===== src/rtl/rtc_secuenciador.sv =====
// rtc_secuenciador: command sequencer feeding the RTC bus-protocol block.
// Sweeps the nine time/date/chrono registers with reads and injects user write groups.
module rtc_secuenciador #(
   parameter int unsigned GAP_CYCLES = 16,
   parameter int unsigned TIMEOUT    = 512
) (
   input  logic        clk,
   input  logic        reset_n,
   input  logic        req_hora,
   input  logic        req_fecha,
   input  logic        req_crono,
   input  logic [23:0] wr_hora,
   input  logic [23:0] wr_fecha,
   input  logic [23:0] wr_crono,
   input  logic        tx_done,
   output logic [7:0]  address,
   output logic [7:0]  DATA_WRITE,
   output logic        IndicadorMaquina,
   output logic        tx_start,
   output logic        camb_hora,
   output logic        camb_fecha,
   output logic        camb_crono,
   output logic [3:0]  reg_index,
   output logic        busy,
   output logic        err_timeout
);
   localparam int unsigned CNT_MAX   = (TIMEOUT > GAP_CYCLES) ? TIMEOUT : GAP_CYCLES;
   localparam int unsigned CNT_W     = $clog2(CNT_MAX + 1);
   localparam int unsigned SLOT_LAST = 8;
   localparam logic [7:0]  CMD_CODE  = 8'hF1;

   typedef enum logic [1:0] {S_GAP, S_ISSUE, S_WAIT} state_e;
   typedef enum logic [1:0] {G_NONE, G_HORA, G_FECHA, G_CRONO} group_e;

   state_e             state_q, state_d;
   group_e             group_q, group_d, sel_grp;
   logic [CNT_W-1:0]   cnt_q, cnt_d;
   logic [1:0]         step_q, step_d, sel_step, last_step;
   logic [3:0]         reg_index_q, reg_index_d;
   logic               pend_hora_q, pend_hora_d, pend_fecha_q, pend_fecha_d;
   logic               pend_crono_q, pend_crono_d;
   logic [23:0]        hora_q, hora_d, fecha_q, fecha_d, crono_q, crono_d;
   logic [23:0]        grp_src;
   logic [7:0]         grp_base, grp_byte;
   logic [7:0]         address_q, address_d, data_wr_q, data_wr_d;
   logic               ind_q, ind_d, tx_start_q, tx_start_d, busy_q, busy_d;
   logic               err_timeout_q, err_timeout_d;
   logic               camb_hora_q, camb_hora_d, camb_fecha_q, camb_fecha_d;
   logic               camb_crono_q, camb_crono_d;
   logic               gap_end, wait_tmo;

   function automatic logic [7:0] sweep_addr(input logic [3:0] idx);
      case (idx)
         4'd0:    return 8'h21;
         4'd1:    return 8'h22;
         4'd2:    return 8'h23;
         4'd3:    return 8'h24;
         4'd4:    return 8'h25;
         4'd5:    return 8'h26;
         4'd6:    return 8'h41;
         4'd7:    return 8'h42;
         4'd8:    return 8'h43;
         default: return 8'h21;
      endcase
   endfunction

   assign gap_end  = (cnt_q == CNT_W'(GAP_CYCLES - 1));
   assign wait_tmo = (cnt_q == CNT_W'(TIMEOUT - 1));

   // State register
   always_ff @(posedge clk or negedge reset_n) begin
      if (!reset_n) state_q <= S_GAP;
      else          state_q <= state_d;
   end

   // Next-state logic
   always_comb begin
      state_d = state_q;
      case (state_q)
         S_GAP:   if (gap_end) state_d = S_ISSUE;
         S_ISSUE: state_d = S_WAIT;
         S_WAIT:  if (tx_done || wait_tmo) state_d = S_GAP;
         default: state_d = S_GAP;
      endcase
   end

   // Datapath and output logic
   always_comb begin
      cnt_d         = cnt_q;
      group_d       = group_q;
      step_d        = step_q;
      reg_index_d   = reg_index_q;
      pend_hora_d   = pend_hora_q;
      pend_fecha_d  = pend_fecha_q;
      pend_crono_d  = pend_crono_q;
      hora_d        = hora_q;
      fecha_d       = fecha_q;
      crono_d       = crono_q;
      address_d     = address_q;
      data_wr_d     = data_wr_q;
      ind_d         = ind_q;
      busy_d        = busy_q;
      camb_hora_d   = camb_hora_q;
      camb_fecha_d  = camb_fecha_q;
      camb_crono_d  = camb_crono_q;
      tx_start_d    = 1'b0;
      err_timeout_d = 1'b0;
      sel_grp       = group_q;
      sel_step      = step_q;
      grp_base      = 8'h41;
      grp_src       = crono_q;
      grp_byte      = 8'h00;
      last_step     = (group_q == G_CRONO) ? 2'd2 : 2'd3;

      case (state_q)
         S_GAP: begin
            cnt_d = gap_end ? '0 : cnt_q + CNT_W'(1);
         end
         S_ISSUE: begin
            // An unfinished group always wins; otherwise pick pending requests by priority
            if (group_q == G_NONE) begin
               sel_step = 2'd0;
               if (pend_hora_q) begin
                  sel_grp     = G_HORA;
                  pend_hora_d = 1'b0;
               end else if (pend_fecha_q) begin
                  sel_grp      = G_FECHA;
                  pend_fecha_d = 1'b0;
               end else if (pend_crono_q) begin
                  sel_grp      = G_CRONO;
                  pend_crono_d = 1'b0;
               end
            end
            case (sel_grp)
               G_HORA:  begin grp_base = 8'h21; grp_src = hora_q;  end
               G_FECHA: begin grp_base = 8'h24; grp_src = fecha_q; end
               default: begin grp_base = 8'h41; grp_src = crono_q; end
            endcase
            case (sel_step)
               2'd0:    grp_byte = grp_src[7:0];
               2'd1:    grp_byte = grp_src[15:8];
               default: grp_byte = grp_src[23:16];
            endcase
            if (sel_grp != G_NONE) begin
               address_d    = (sel_step == 2'd3) ? CMD_CODE : grp_base + 8'(sel_step);
               data_wr_d    = (sel_step == 2'd3) ? CMD_CODE : grp_byte;
               ind_d        = 1'b0;
               group_d      = sel_grp;
               step_d       = sel_step;
               camb_hora_d  = (sel_grp == G_HORA);
               camb_fecha_d = (sel_grp == G_FECHA);
               camb_crono_d = (sel_grp == G_CRONO);
            end else begin
               address_d = sweep_addr(reg_index_q);
               data_wr_d = 8'h00;
               ind_d     = 1'b1;
            end
            tx_start_d = 1'b1;
            busy_d     = 1'b1;
            cnt_d      = '0;
         end
         S_WAIT: begin
            if (tx_done || wait_tmo) begin
               err_timeout_d = !tx_done;
               busy_d        = 1'b0;
               cnt_d         = '0;
               // Aborted transactions still advance; nothing is retried
               if (!ind_q) begin
                  if (step_q == last_step) begin
                     group_d      = G_NONE;
                     step_d       = 2'd0;
                     camb_hora_d  = 1'b0;
                     camb_fecha_d = 1'b0;
                     camb_crono_d = 1'b0;
                  end else begin
                     step_d = step_q + 2'd1;
                  end
               end else begin
                  reg_index_d = (reg_index_q == 4'(SLOT_LAST)) ? 4'd0 : reg_index_q + 4'd1;
               end
            end else begin
               cnt_d = cnt_q + CNT_W'(1);
            end
         end
         default: cnt_d = '0;
      endcase

      // Requests are captured in every state; a repeat just refreshes the data
      if (req_hora) begin
         pend_hora_d = 1'b1;
         hora_d      = wr_hora;
      end
      if (req_fecha) begin
         pend_fecha_d = 1'b1;
         fecha_d      = wr_fecha;
      end
      if (req_crono) begin
         pend_crono_d = 1'b1;
         crono_d      = wr_crono;
      end
   end

   always_ff @(posedge clk or negedge reset_n) begin
      if (!reset_n) begin
         cnt_q         <= '0;
         group_q       <= G_NONE;
         step_q        <= 2'd0;
         reg_index_q   <= 4'd0;
         pend_hora_q   <= 1'b0;
         pend_fecha_q  <= 1'b0;
         pend_crono_q  <= 1'b0;
         hora_q        <= 24'h0;
         fecha_q       <= 24'h0;
         crono_q       <= 24'h0;
         address_q     <= 8'h00;
         data_wr_q     <= 8'h00;
         ind_q         <= 1'b1;
         tx_start_q    <= 1'b0;
         busy_q        <= 1'b0;
         err_timeout_q <= 1'b0;
         camb_hora_q   <= 1'b0;
         camb_fecha_q  <= 1'b0;
         camb_crono_q  <= 1'b0;
      end else begin
         cnt_q         <= cnt_d;
         group_q       <= group_d;
         step_q        <= step_d;
         reg_index_q   <= reg_index_d;
         pend_hora_q   <= pend_hora_d;
         pend_fecha_q  <= pend_fecha_d;
         pend_crono_q  <= pend_crono_d;
         hora_q        <= hora_d;
         fecha_q       <= fecha_d;
         crono_q       <= crono_d;
         address_q     <= address_d;
         data_wr_q     <= data_wr_d;
         ind_q         <= ind_d;
         tx_start_q    <= tx_start_d;
         busy_q        <= busy_d;
         err_timeout_q <= err_timeout_d;
         camb_hora_q   <= camb_hora_d;
         camb_fecha_q  <= camb_fecha_d;
         camb_crono_q  <= camb_crono_d;
      end
   end

   assign address          = address_q;
   assign DATA_WRITE       = data_wr_q;
   assign IndicadorMaquina = ind_q;
   assign tx_start         = tx_start_q;
   assign busy             = busy_q;
   assign err_timeout      = err_timeout_q;
   assign camb_hora        = camb_hora_q;
   assign camb_fecha       = camb_fecha_q;
   assign camb_crono       = camb_crono_q;
   assign reg_index        = reg_index_q;

endmodule

===== config.mk =====
export PLATFORM = sky130hd
export DESIGN_NAME = rtc_secuenciador
export DESIGN_NICKNAME = d
export VERILOG_FILES = /design/src/rtl/rtc_secuenciador.sv
export SDC_FILE = /design/constraint.sdc
export NUM_CORES = 1
export LEC_CHECK = 0
export ABC_AREA = 1
export CAP_MARGIN = 20
export CORE_MARGIN = 2
export CORE_UTILIZATION = 40
export CTS_BUF_LIST = sky130_fd_sc_hd__clkbuf_16
export CTS_CLUSTER_DIAMETER = 80
export DETAILED_ROUTE_END_ITERATION = 8
export GPL_ROUTABILITY_DRIVEN = 0
export SYNTH_ARGS = -nofsm -noshare
export SYNTH_HDL_FRONTEND = slang
export SYNTH_SLANG_ARGS = --single-unit

===== constraint.sdc =====
create_clock -name clk -period 4.1 [get_ports clk]
set_input_delay 1.025 -clock clk [delete_from_list [all_inputs] [get_ports clk]]
set_output_delay 1.025 -clock clk [all_outputs]
set_load 0.005 [all_outputs]

== After elaboration in Yosys (flattened, before gate mapping) ==
Memory sizes are Yosys's and may differ from the RTL's.
Cells that the tools add are included.

* Register bits after elaboration: 118
* ROM bits: 80
* Input bits: 78
* Output and inout port bits: 27
* Logic and storage cells: 126
* Memories kept: 1

{| class="wikitable"
|+ Memory list
! name !! depth !! bits a word !! read ports !! clocked after Yosys merged registers in !! wr ports !! RTL line !! text
|-
| (no name shown) || 16 || 5 || 1 || 0 || 0 || 53 || <nowiki>case (idx)</nowiki>
|}

* Add/sub/neg operators: 4
* Equal/unequal tests: 20
* Mux-type cells: 60
* Reduce and logical (&&, ||, !) cells: 21

{| class="wikitable"
|+ Operators by type and width
! kind !! number
|-
| 24-bit case mux with 2 select lines || 1
|-
| 8-bit 2-to-1 mux || 5
|-
| 2-bit 2-to-1 mux || 17
|-
| 1-bit 2-to-1 mux || 24
|-
| 10-bit 2-to-1 mux || 2
|-
| 10-bit case mux with 2 select lines || 1
|-
| 2-bit != test, second input constant || 8
|-
| 8-bit case mux with 2 select lines || 1
|-
| 2-bit nonzero test || 8
|-
| 7-bit case mux with 2 select lines || 1
|-
| 10-bit by 1-bit adder with 10-bit output, second input constant || 1
|-
| 10-bit by 4-bit == test with 1-bit output, second input constant || 1
|-
| 10-bit by 9-bit == test with 1-bit output, second input constant || 1
|-
| 2-bit == test, second input constant || 5
|-
| 8-bit by 2-bit adder with 8-bit output || 1
|-
| 1-bit case mux with 2 select lines || 4
|-
| 2-bit case mux with 2 select lines || 2
|-
| 4-bit AND reduction || 2
|-
| 2-bit by 1-bit == test with 1-bit output, second input constant || 3
|-
| 2-bit logical NOT || 3
|-
| 2-bit case mux with 3 select lines || 1
|-
| 2-bit AND reduction || 3
|-
| 3-bit AND reduction || 2
|-
| 5-bit AND reduction || 1
|-
| 7 further kinds || 7
|}

== Logic depth before layout (Yosys ltp) ==
* Depth in word-level cells: 11
* Depth in mapped cells: 15
* Gate-level depth less buffers: 14

== Least setup slack after synthesis ==
Ideal clock, no wire load.

* Path type: register -> register
* From: reg group_q[0]
* To: reg data_wr_q[6] (netlist: DATA_WRITE[6])
* Setup time: 0.120 ns
* Data arrival time: 1.744 ns
* Data required time: 3.980 ns
* Slack: 2.235 ns
* Cell stages (with the launch flop): 13
* Buffers on the path: 1
* Period minus slack after synthesis: 1.865 ns
* Cell sequence: dfrtp_1 nor2_1 o21ai_0 nand2_1 inv_1 ha_1 inv_1 clkbuf_1 nand3_1 nand3_1 nand2_1 o21ai_1 nand2_1

* Longest elaborated chain between the ends: 10
* Elaborated cells between the ends (all ways): 18
* Those cells by class: eq/ne: 4; mux: 11; reduce/logical: 3

{| class="wikitable"
|+ Ends and longest elaborated chain
! element !! RTL line !! text
|-
| start, declared || 36 || <nowiki>group_e group_q, group_d, sel_grp;</nowiki>
|-
| start signal, assigned || 226 || <nowiki>group_q <= group_d;</nowiki>
|-
| 2-bit 2-to-1 mux || 129 || <nowiki>end else if (pend_crono_q) begin</nowiki>
|-
| 2-bit 2-to-1 mux || 126 || <nowiki>end else if (pend_fecha_q) begin</nowiki>
|-
| 2-bit 2-to-1 mux || 123 || <nowiki>if (pend_hora_q) begin</nowiki>
|-
| 2-bit 2-to-1 mux || 121 || <nowiki>if (group_q == G_NONE) begin</nowiki>
|-
| 2-bit 2-to-1 mux || 115 || <nowiki>case (state_q)</nowiki>
|-
| 2-bit == test or 2-bit by 1-bit == test with 1-bit output (tied branches) || 134 || <nowiki>case (sel_grp)</nowiki>
|-
| 24-bit case mux with 2 select lines || 134 ||
|-
| 8-bit case mux with 2 select lines || 139 || <nowiki>case (sel_step)</nowiki>
|-
| 8-bit 2-to-1 mux || 146 || <nowiki>data_wr_d = (sel_step == 2'd3) ? CMD_CODE : grp_byte;</nowiki>
|-
| 8-bit 2-to-1 mux * || 144 || <nowiki>if (sel_grp != G_NONE) begin</nowiki>
|-
| end signal, assigned || 236 || <nowiki>data_wr_q <= data_wr_d;</nowiki>
|-
| end, declared || 45 || <nowiki>logic [7:0] address_q, address_d, data_wr_q, data_wr_d;</nowiki>
|}

Mark *: on every way between the ends. The rest lies on a longest branch, timed or not. The select of a mux whose other input is x is not followed.
A chain may end at the register's enable or synchronous reset.

== Worst setup path in the final report ==
* From: reg group_q[0]
* To: reg data_wr_q[0] (netlist: DATA_WRITE[0])

Same word-level chain as after synthesis.

==> run summary <==
Overflow left after global routing = 0
Critical path, cell by cell = nor2_1, o21ai_0, nand2_1, inv_1, ha_1, inv_1, nand3_1, nand3_1, nand2_1, o21ai_1, nand2_1
Critical Path RT = 4.40 ns
Sequential area share after synthesis = 50.78%
Per-instance average area after synthesis = 7.630 um^2
Xor and xnor fraction of the mapped netlist area = 1.063%
Number of global-route vias before repair = 5078
Buffers on Ports = 104
Share of cell area taken by muxes after synthesis = 0%
Warnings from Yosys = 0
Fin util = 53.82%
Share of the cycle needed by the critical path after routing = 69.12%
H-tree lvl count = 4
Average wire per standard cell = 14.41 um
Layout cells sized above 1 = 8.565%
Top fanout value on the critical path = 31
Area grow syn2layout = 30.52%
Fraction of the mapped netlist area in adder cells = 1.735%
Fill cells = 1355
# clock sinks = 117
Setup crit end kind = flop
Global-route wire length before repair = 24830 um
Crit path top cell by count = sky130_fd_sc_hd__nand2_1
Remaining design rule violation count = 0
Number of synthesized register bits = 117
Launching point of the worst reg2reg path = group_q[0]$_DFFE_PN0P_
Slew at the pin closest to its max-slew limit = 0.9648 ns
Worst Setup Start Kind = flop
Async set or reset register ratio after synthesis = 100.0%
Synthesized net count = 842
Max transition margin = 35.68%
Post-CTS setup buffers = 0
Layout net count = 938
Stage delay of the slowest cell on the critical path = 0.73 ns
Setup violators final = 0
Starting density of the core = 41.23%
Compound-Gate Fraction of Synth Area = 5.163%
Setup TNS = 0 ns
HPWL after detailed placement = 11000 um
Final hold vios = 0
Main combinational cell family by area after synthesis = simple AND/OR/NAND/NOR gates
Post-route clock skew = 0.007997 ns
Power, Total = 0.004625 W
Number of gates resized after CTS = 0
Number of buffers between clock root and the deepest sink = 2
Horiz. Die Dim = 124.1 um
Static leakage power = 3.794 nW
Skew-Pair Late Insertion Delay = 0.42 ns
Num rows = 43
Number of clock buffers inserted by TritonCTS = 17
All-Layer GR Usage = 21.33%
Standard cell core area = 13990 um^2
Commonest non-fill, non-tap cell in the layout = sky130_fd_sc_hd__nand2_1
Clock slew seen by the registers of the worst setup and hold paths = 0.05 ns
Gate Count Post-Synth = 756
Origin of the worst setup path = group_q[0]$_DFFE_PN0P_
Final-report max-slew violation count = 0
Buffers & Inverters on Critical Path = 2
I/O Pins = 105
Top_reg_cell synth = sky130_fd_sc_hd__dfrtp_1
Achievable frequency = 352.8 MHz
Basic-gate share of the synthesized area counting and, or, nand and nor cells = 34.99%
DRT Wirelength = 15050 um
Clock period minus final worst setup slack = 2.834 ns
Die Area = 15400 um^2
Diode count = 0
Class of the most critical hold timing path = in -> async
Total power per unit cell area = 614.3 nW/um^2
# Max-Cap Violations = 0
Number of enable-type register cells in the synthesized netlist = 0
Highest ir drop seen on vdd = 397.5 uV
Highest-delay cell along the critical path = sky130_fd_sc_hd__inv_1
Count of hold-fix buffers inserted at cts = 0
CTS tree = built
Violation count after the first detailed-routing iteration = 391
Setup repair after global routing missed its margin = false
Critical path arrival = 3.13 ns
Via density per instance = 4.864
Router iterations before antenna repair = 5
Most used cells in the layout excluding fill and tap cells = sky130_fd_sc_hd__nand2_1, sky130_fd_sc_hd__dfrtp_1, sky130_fd_sc_hd__clkdlybuf4s50_1
Maximum number of pins on one net before global-route repair = 109
Worst path top cell family by delay = buffers and inverters
Result of the run = finished clean
Antenna violations before repair = 0
Remaining number of nets flagged by the antenna check after routing = 0
Die extent in y = 124.1 um
Number of distinct library cells after synthesis = 33
Netlist Area Pre-Place = 5768 um^2
Via Count = 5078
Startpoint-to-endpoint class of the critical path = reg -> reg
CTS Root Cell = sky130_fd_sc_hd__clkbuf_16
-- synthesized netlist by cell type (2+ instances only) --
cell type,number,area (um^2)
sky130_fd_sc_hd__ha_1,8,100.1
sky130_fd_sc_hd__buf_4,3,22.52
sky130_fd_sc_hd__dfrtp_1,116,2903
sky130_fd_sc_hd__inv_2,10,37.54
sky130_fd_sc_hd__nand4_1,3,18.77
sky130_fd_sc_hd__o211ai_1,5,37.54
sky130_fd_sc_hd__nor2_1,22,82.58
sky130_fd_sc_hd__nand2_1,371,1393
sky130_fd_sc_hd__xnor2_1,3,26.28
sky130_fd_sc_hd__o21ai_0,29,145.1
sky130_fd_sc_hd__nand2_4,2,22.52
sky130_fd_sc_hd__nand3_1,55,275.3
sky130_fd_sc_hd__nor2_2,15,93.84
sky130_fd_sc_hd__o31ai_1,2,15.01
sky130_fd_sc_hd__clkbuf_1,17,63.81
sky130_fd_sc_hd__nand2_2,5,31.28
sky130_fd_sc_hd__xor2_1,4,35.03
sky130_fd_sc_hd__o21ai_1,9,45.04
sky130_fd_sc_hd__nand3_2,3,30.03
sky130_fd_sc_hd__a21oi_1,6,30.03
sky130_fd_sc_hd__inv_1,46,172.7
sky130_fd_sc_hd__buf_2,11,55.05
-- registers in the layout (all words and copies together), names as in the netlist, 2 cells and up --
register and flops:
crono_q 24, fecha_q 24, hora_q 24, cnt_q 10, DATA_WRITE 8, address 7
reg_index 4, group_q 2, state_q 2, step_q 2
-- cell type report --
class / count / area, um^2 / share of cell area [%]
clock buffer: 17 / 425.4 / 5.651
clock inverter: 14 / 170.2 / 2.260
inverter: 58 / 220.2 / 2.925
multi-input combinational: 550 / 2477 / 32.91
sequential: 117 / 2929 / 38.91
tap: 180 / 225.2 / 2.992
timing repair buffer: 108 / 1081 / 14.36
-- worst paths after layout --
path	to	slack (ns)	depth (start not counted)
worst max register to register	DATA_WRITE[0]$_DFFE_PN0P_	1.27	11
worst min-delay path	cnt_q[7]$_DFF_PN0_	0.43	1
max in group asynchronous	address[5]$_DFFE_PN0P_	2.83	2
worst max-delay path	DATA_WRITE[0]$_DFFE_PN0P_	1.27	11
min in group clk	hora_q[5]$_DFFE_PN0P_	0.47	2
worst min register to register	hora_q[5]$_DFFE_PN0P_	0.47	2
-- metal layers --
layer  GRT usage [%]  vias up  routed length [um]
met2           33.16      162                7007
li1                -     2538                   -
met5               0        -                   0
met1           28.23     2353                6868
met4           9.340        0                 368
met3           5.311       25                 804
-- through the flow --
step / setup slack, ns / instance area [um^2] / hold slack, ns / cells
after floorplan: 2.235 / 5768 / 0.4366 / 756
after global placement: 1.425 / 6933 / 0.4567 / 1013
after detailed placement: 1.299 / 6933 / 0.4610 / 1013
after CTS: 1.289 / 7528 / 0.4142 / 1044
after global routing: 1.003 / 7528 / 0.4213 / 1044
final: 1.266 / 7528 / 0.4259 / 1044
-- cells by family (layout without fill, tap and decap cells) --
logic type	Yosys count	in the layout
compound gates	53	53
xor+xnor	7	7
fa+ha+maj	8	8
buf+inv	89	197
flops	117	117
simple gates	482	482
-- worst register-to-register path, cell delays in order, from the launching register on --
cell,delay (ns)
sky130_fd_sc_hd__dfrtp_1,0.43
sky130_fd_sc_hd__nor2_1,0.11
sky130_fd_sc_hd__o21ai_0,0.08
sky130_fd_sc_hd__nand2_1,0.11
sky130_fd_sc_hd__inv_1,0.08
sky130_fd_sc_hd__ha_1,0.53
sky130_fd_sc_hd__inv_1,0.74
sky130_fd_sc_hd__nand3_1,0.24
sky130_fd_sc_hd__nand3_1,0.15
sky130_fd_sc_hd__nand2_1,0.07
sky130_fd_sc_hd__o21ai_1,0.12
sky130_fd_sc_hd__nand2_1,0.07
-- power by group --
group	leakage, nW	switching, W	total, W	internal [W]
Clock	0.300	0.000513	0.00151	0.000996
Combinational	2.04	0.000971	0.00160	0.000629
Sequential	1.45	0.000159	0.00152	0.00136
Note: power is estimated with default switching activity, not from simulation.
